`src/rtl/pipe_pkg.sv`:
```
// Shared parameters for the arithmetic pipeline F = ((A+B)+(C-D))*D and the
// blocks that consume its results.
//   PIPE_N      data width of F
//   PIPE_LAT    clock edges from issue sample to F valid at the pipeline output
//   PIPE_DEPTH  result FIFO entries (power of 2, >= 2)
//   PIPE_OCC_W  width of an occupancy count able to hold 0..PIPE_DEPTH
package pipe_pkg;

    localparam int PIPE_N     = 10;
    localparam int PIPE_LAT   = 3;
    localparam int PIPE_DEPTH = 4;
    localparam int PIPE_OCC_W = $clog2(PIPE_DEPTH) + 1;

endpackage

```
`src/rtl/pipe_sync_fifo.sv`:
```
// Synchronous result FIFO.
// Ports:
//   clk        clock, all state on posedge
//   rst        synchronous active-high reset (pointers and count only)
//   push       write wdata into the tail this edge
//   wdata      data to write
//   pop        retire the head this edge
//   rdata      current head entry (meaningful only when occupancy != 0)
//   occupancy  number of stored entries, 0..DEPTH
// Pointers are clog2(DEPTH) bits and wrap naturally; the occupancy count is
// what separates full from empty.
module pipe_sync_fifo
    import pipe_pkg::*;
#(
    parameter int N     = PIPE_N,
    parameter int DEPTH = PIPE_DEPTH
) (
    input  logic                     clk,
    input  logic                     rst,
    input  logic                     push,
    input  logic [N-1:0]             wdata,
    input  logic                     pop,
    output logic [N-1:0]             rdata,
    output logic [$clog2(DEPTH):0]   occupancy
);

    localparam int PTR_W = $clog2(DEPTH);
    localparam int OCC_W = PTR_W + 1;
    localparam logic [OCC_W-1:0] FULL_COUNT = OCC_W'(DEPTH);

    logic [N-1:0]     mem [DEPTH];
    logic [PTR_W-1:0] wr_ptr;
    logic [PTR_W-1:0] rd_ptr;

    // NOTE: sequential state is always assigned with <= so every register
    // samples the pre-edge value of every other register.
    always_ff @(posedge clk) begin
        if (rst) begin
            wr_ptr    <= '0;
            rd_ptr    <= '0;
            occupancy <= '0;
        end else begin
            if (push) wr_ptr <= wr_ptr + PTR_W'(1);
            if (pop)  rd_ptr <= rd_ptr + PTR_W'(1);
            case ({push, pop})
                2'b10:   occupancy <= occupancy + OCC_W'(1);
                2'b01:   occupancy <= occupancy - OCC_W'(1);
                default: occupancy <= occupancy;
            endcase
        end
    end

    // NOTE: the storage array has no reset; the count and pointers decide
    // which entries are live, so stale contents are never observed.
    always_ff @(posedge clk) begin
        if (push) mem[wr_ptr] <= wdata;
    end

    assign rdata = mem[rd_ptr];

`ifndef SYNTHESIS
    // The issue-credit rule upstream must make this unreachable.
    a_no_overflow: assert property (@(posedge clk) disable iff (rst)
        !(push && !pop && occupancy == FULL_COUNT))
        else $error("pipe_sync_fifo: push into full FIFO without pop");
    a_no_underflow: assert property (@(posedge clk) disable iff (rst)
        !(pop && occupancy == '0))
        else $error("pipe_sync_fifo: pop from empty FIFO");
`endif

endmodule

```
`src/rtl/pipe_result_capture.sv`:
```
// Captures results of the fixed-latency, non-stalling arithmetic pipeline.
// Each accepted issue is tracked through a LAT-deep valid shift register;
// when the token reaches the end, f_in is written into the result FIFO.
// Issue credit keeps results in flight plus results stored within DEPTH.
// Ports:
//   clk        clock, all state on posedge
//   rst        synchronous active-high reset
//   issue      an operand set is driven onto the pipeline this cycle
//   issue_ok   credit available; an issue is tracked only when this is high
//   f_in       pipeline output F
//   res_valid  FIFO head holds a result
//   res_ready  consumer accepts the head this cycle
//   res_data   FIFO head, forced to 0 when res_valid is low
//   occupancy  number of stored results
//   err_drop   sticky flag: an issue arrived without credit (result lost)
module pipe_result_capture
    import pipe_pkg::*;
#(
    parameter int N     = PIPE_N,
    parameter int LAT   = PIPE_LAT,
    parameter int DEPTH = PIPE_DEPTH
) (
    input  logic                     clk,
    input  logic                     rst,
    input  logic                     issue,
    output logic                     issue_ok,
    input  logic [N-1:0]             f_in,
    output logic                     res_valid,
    input  logic                     res_ready,
    output logic [N-1:0]             res_data,
    output logic [$clog2(DEPTH):0]   occupancy,
    output logic                     err_drop
);

    // Wide enough for occupancy + inflight without overflow.
    localparam int CNT_W = $clog2(DEPTH + LAT + 1);

    logic [LAT-1:0]   vsr;
    logic [CNT_W-1:0] inflight;
    logic             tok;
    logic             push;
    logic             pop;
    logic [N-1:0]     head;

    // Credit depends on registers only, so issue and res_ready never
    // combinationally reach issue_ok.
    // NOTE: every variable written in always_comb gets a default first so no
    // latch is inferred.
    always_comb begin
        inflight = '0;
        for (int i = 0; i < LAT; i++) begin
            inflight = inflight + CNT_W'(vsr[i]);
        end
    end

    assign issue_ok = (CNT_W'(occupancy) + inflight) < CNT_W'(DEPTH);
    assign tok      = issue & issue_ok;
    assign push     = vsr[LAT-1];
    assign res_valid = (occupancy != '0);
    assign pop      = res_valid & res_ready;
    assign res_data = res_valid ? head : '0;

    // Token position i means the operands were sampled i+1 edges ago.
    always_ff @(posedge clk) begin
        if (rst) begin
            vsr <= '0;
        end else begin
            vsr[0] <= tok;
            for (int i = 1; i < LAT; i++) begin
                vsr[i] <= vsr[i-1];
            end
        end
    end

    always_ff @(posedge clk) begin
        if (rst) begin
            err_drop <= 1'b0;
        end else if (issue && !issue_ok) begin
            err_drop <= 1'b1;
        end
    end

    pipe_sync_fifo #(
        .N     (N),
        .DEPTH (DEPTH)
    ) u_fifo (
        .clk       (clk),
        .rst       (rst),
        .push      (push),
        .wdata     (f_in),
        .pop       (pop),
        .rdata     (head),
        .occupancy (occupancy)
    );

endmodule

```
`config.mk`:
```
export PLATFORM = sky130hd
export DESIGN_NAME = pipe_result_capture
export DESIGN_NICKNAME = d
export VERILOG_FILES = /design/src/rtl/pipe_pkg.sv /design/src/rtl/pipe_sync_fifo.sv /design/src/rtl/pipe_result_capture.sv
export SDC_FILE = /design/constraint.sdc
export NUM_CORES = 1
export LEC_CHECK = 0
export CAP_MARGIN = 20
export CORE_UTILIZATION = 35
export CTS_BUF_LIST = sky130_fd_sc_hd__clkbuf_8
export CTS_CLUSTER_SIZE = 14
export DETAILED_ROUTE_END_ITERATION = 8
export SLEW_MARGIN = 20
export SYNTH_ARGS = -nofsm -noshare
export SYNTH_HDL_FRONTEND = slang
export SYNTH_SLANG_ARGS = --single-unit
```
`constraint.sdc`:
```
create_clock -name clk -period 2.2 [get_ports clk]
set_input_delay 0.55 -clock clk [delete_from_list [all_inputs] [get_ports clk]]
set_output_delay 0.55 -clock clk [all_outputs]
set_load 0.05 [all_outputs]
```
==> impl_metrics.env <==
export IMPL_area_delta_synth_final_pct=30.17
export IMPL_syn_inst=129
export IMPL_synth_cell_types=28
export IMPL_wl_um=3713
export IMPL_cts_hold_buf=0
export IMPL_root_buffer="clkbuf_8"
export IMPL_first_iter_violations=35
export IMPL_synth_main_ff_cell="edfxtp_1"
export IMPL_grt_max_degree=17
export IMPL_clk_latency_ps=300
export IMPL_cts_tree="built"
export IMPL_grtUsageTotal_pct=13.04
export IMPL_drv_slew=0
export IMPL_synth_seq_cells=53
export IMPL_timing_final_ws_setup_ps=-225.4
export IMPL_synth_enable_flop_cells=40
export IMPL_leakagePower_nw=0.9808
export IMPL_seq_area_frac_synth_pct=67.63
export IMPL_vias=1156
export IMPL_worstPathRequired_ps=1650
export IMPL_hp_class="reg -> reg"
export IMPL_clock_sinks=53
export IMPL_rr_endpoint="u_fifo.occupancy[2]"
export IMPL_yosys_warnings=0
export IMPL_via_per_inst=4.757
export IMPL_reg2regPathDepth=8
export IMPL_grt_antenna_before_repair=0
export IMPL_grt_ovfl_total=0
export IMPL_cp_arrival_ps=1880
export IMPL_drv_cap=0
export IMPL_die_h_um=80.58
export IMPL_max_clock_freq_mhz=412.3
export IMPL_start_kind="flip-flop"
export IMPL_portBuffers=29
export IMPL_dpl_instance_area_mm2=0.002562
export IMPL_die_area_mm2=0.006492
export IMPL_setup_viol=2
export IMPL_final_net_count=189
export IMPL_whs_ps=490.8
export IMPL_p_per_area_mw_per_mm2=834.9
export IMPL_grt_pass1_vias=1232
export IMPL_netlist_area_mm2=0.002161
export IMPL_tritoncts_num_buffers=5
export IMPL_synth_area_leaders="edfxtp_1, dfxtp_1, mux4_2"
export IMPL_fin_skew_ps=5.839
export IMPL_fin_area_mm2=0.002813
export IMPL_globalplace_congestion=0.6410
export IMPL_hold_depth=1
export IMPL_period_share_pct=110.2
export IMPL_cts_htree_levels=2
export IMPL_dpl_worst_slack_ps=-356.0
export IMPL_async_reset_ff_share_pct=0
export IMPL_drc=0
export IMPL_worstMarginPinSlew_ps=532.4
export IMPL_die_x_um=80.58
export IMPL_post_route_min_period_ps=2425
export IMPL_cts_buffer_depth=2
export IMPL_status="complete, but fails checks"
export IMPL_io_pins=30
export IMPL_layout_drive_gt1_share_pct=32.74
export IMPL_max_slew_margin_pct=64.51
export IMPL_critPathKind="reg -> out"
export IMPL_detailed_place_hpwl_um=2460
export IMPL_first_pass_iters=4
export IMPL_yosysMostFrequentCell="edfxtp_1"
export IMPL_syn_area_per_cell_um2=16.75
export IMPL_violations="negative setup slack"
export IMPL_grt_pass1_wl_um=5989
export IMPL_rsz0062_at_grt="yes"
export IMPL_yosys_area_top_type_share_pct=55.59
export IMPL_diodes=0
export IMPL_path_max_fanout=2
export IMPL_synth_area_leader_cell="edfxtp_1"
export IMPL_path_clk_slew_ps=80
export IMPL_setup_tns_final_ps=-291.1
export IMPL_final_hold_violation_count=0
export IMPL_post_drt_wl_per_cell_um=15.28
export IMPL_ant_nets=0
export IMPL_min_from="vsr[0]"
export IMPL_holdPathEnd="vsr[1]"
export IMPL_r2r_start="u_fifo.occupancy[1]"
export IMPL_synth_nets=151
export IMPL_synth_common_cells="edfxtp_1, dfxtp_1, mux4_2"
export IMPL_cp_end_kind="primary output"
export IMPL_core_area_mm2=0.005921
export IMPL_r2r_setup_slack_ps=150
export IMPL_num_rows=28
export IMPL_ir_worst_vdd_uv=372.4
export IMPL_floorplan_initialDensity_pct=36.50
[routing by layer]
| metal | track usage, % | part of all wire (%) |
|---|---|---|
| met3 | 4.318 | 4.3 |
| met2 | 22.03 | 51 |
| met5 | 0 | 0 |
| met4 | 4.286 | 0.51 |
| met1 | 15.54 | 44 |
[layout by cell type, fill, tap and decap left out, types with 2 or more instances in the layout]
master | Yosys | routed
and2_1 | 4 | 4
mux4_2 | 10 | 10
o21ai_0 | 2 | 2
nand2_1 | 2 | 2
dfxtp_2 | 0 | 3
buf_6 | 1 | 11
clkbuf_8 | 0 | 5
nor2b_4 | 3 | 10
clkdlybuf4s50_1 | 0 | 16
nor2_1 | 8 | 8
nor2b_1 | 9 | 2
ha_1 | 6 | 5
edfxtp_1 | 40 | 40
or3_1 | 2 | 2
buf_4 | 0 | 5
xor2_1 | 3 | 3
a21oi_1 | 3 | 2
dfxtp_1 | 13 | 9
inv_1 | 8 | 9
[worst max-delay path: stages (launching register included)]
cell,delay (ps)
dfxtp_2,340
fa_2,410
ha_4,250
a311o_1,340
nand3_2,100
buf_12,140
[sequential cells by signal (all words and copies together) (netlist names), named ones only]
| signal | cells |
|---|---|
| u_fifo.wr_ptr | 2 |
| u_fifo.occupancy | 3 |
| u_fifo.mem | 40 |
| u_fifo.rd_ptr | 2 |
| vsr | 3 |
| err_drop | 1 |
[layout make-up]
cell class              count  area [µm²]
clock inverters             3       42.54
clock buffers               5       68.82
flip-flops and latches     53        1469
repair buffers             36       392.9
well taps                  75       93.84
fillers                   515        3108
multi-input cells          63       715.7
inverters                   8       30.03
[logic make-up after synthesis]
kind of cell	share of synthesized area (%)
AND/OR/NAND/NOR	9.380
buffers and inverters	2.779
XOR/XNOR	1.622
adder cells (fa/ha/maj)	5.327
flip-flops	67.63
AO/OA/AOI/OAI	2.374
multiplexers	10.89
[power by group]
| group | switching (mW) | internal [mW] | leakage [nW] |
|---|---|---|---|
| sequential | 0.0227 | 1.10 | 0.468 |
| clock | 0.288 | 0.337 | 0.0595 |
| combinational | 0.339 | 0.265 | 0.453 |
| total | 0.650 | 1.70 | 0.981 |
[stage by stage]
stage                     cells  power, mW  util, %
final                       243      2.348    47.51
after global placement      234      1.641    43.28
after detailed placement    234      1.656    43.28
after CTS                   244      2.331    46.70
after global routing        243      2.440    47.51
after floorplan             129      1.479        -
[timing repair]
action | 4_1_cts | 5_1_grt
gates cloned | 1 | 0
pin swaps | 4 | 0
setup buffers | 1 | 0
setup endpoints to repair | 12 | 11
resized for setup | 17 | 18
[worst max path at each step]
stage	startpoint	endpoint	slack (ps)	cells after the start
4_1_cts	vsr[1]	issue_ok	-230	5
6_report	vsr[1]	issue_ok	-230	5
2_1_floorplan	u_fifo.occupancy[1]	res_data[1]	-120	3
3_5_place_dp	res_ready	u_fifo.occupancy[2]	-360	9
3_3_place_gp	res_ready	u_fifo.occupancy[2]	-170	9
5_1_grt	vsr[1]	issue_ok	-280	5
No activity file was read; power rests on OpenSTA's default activity.
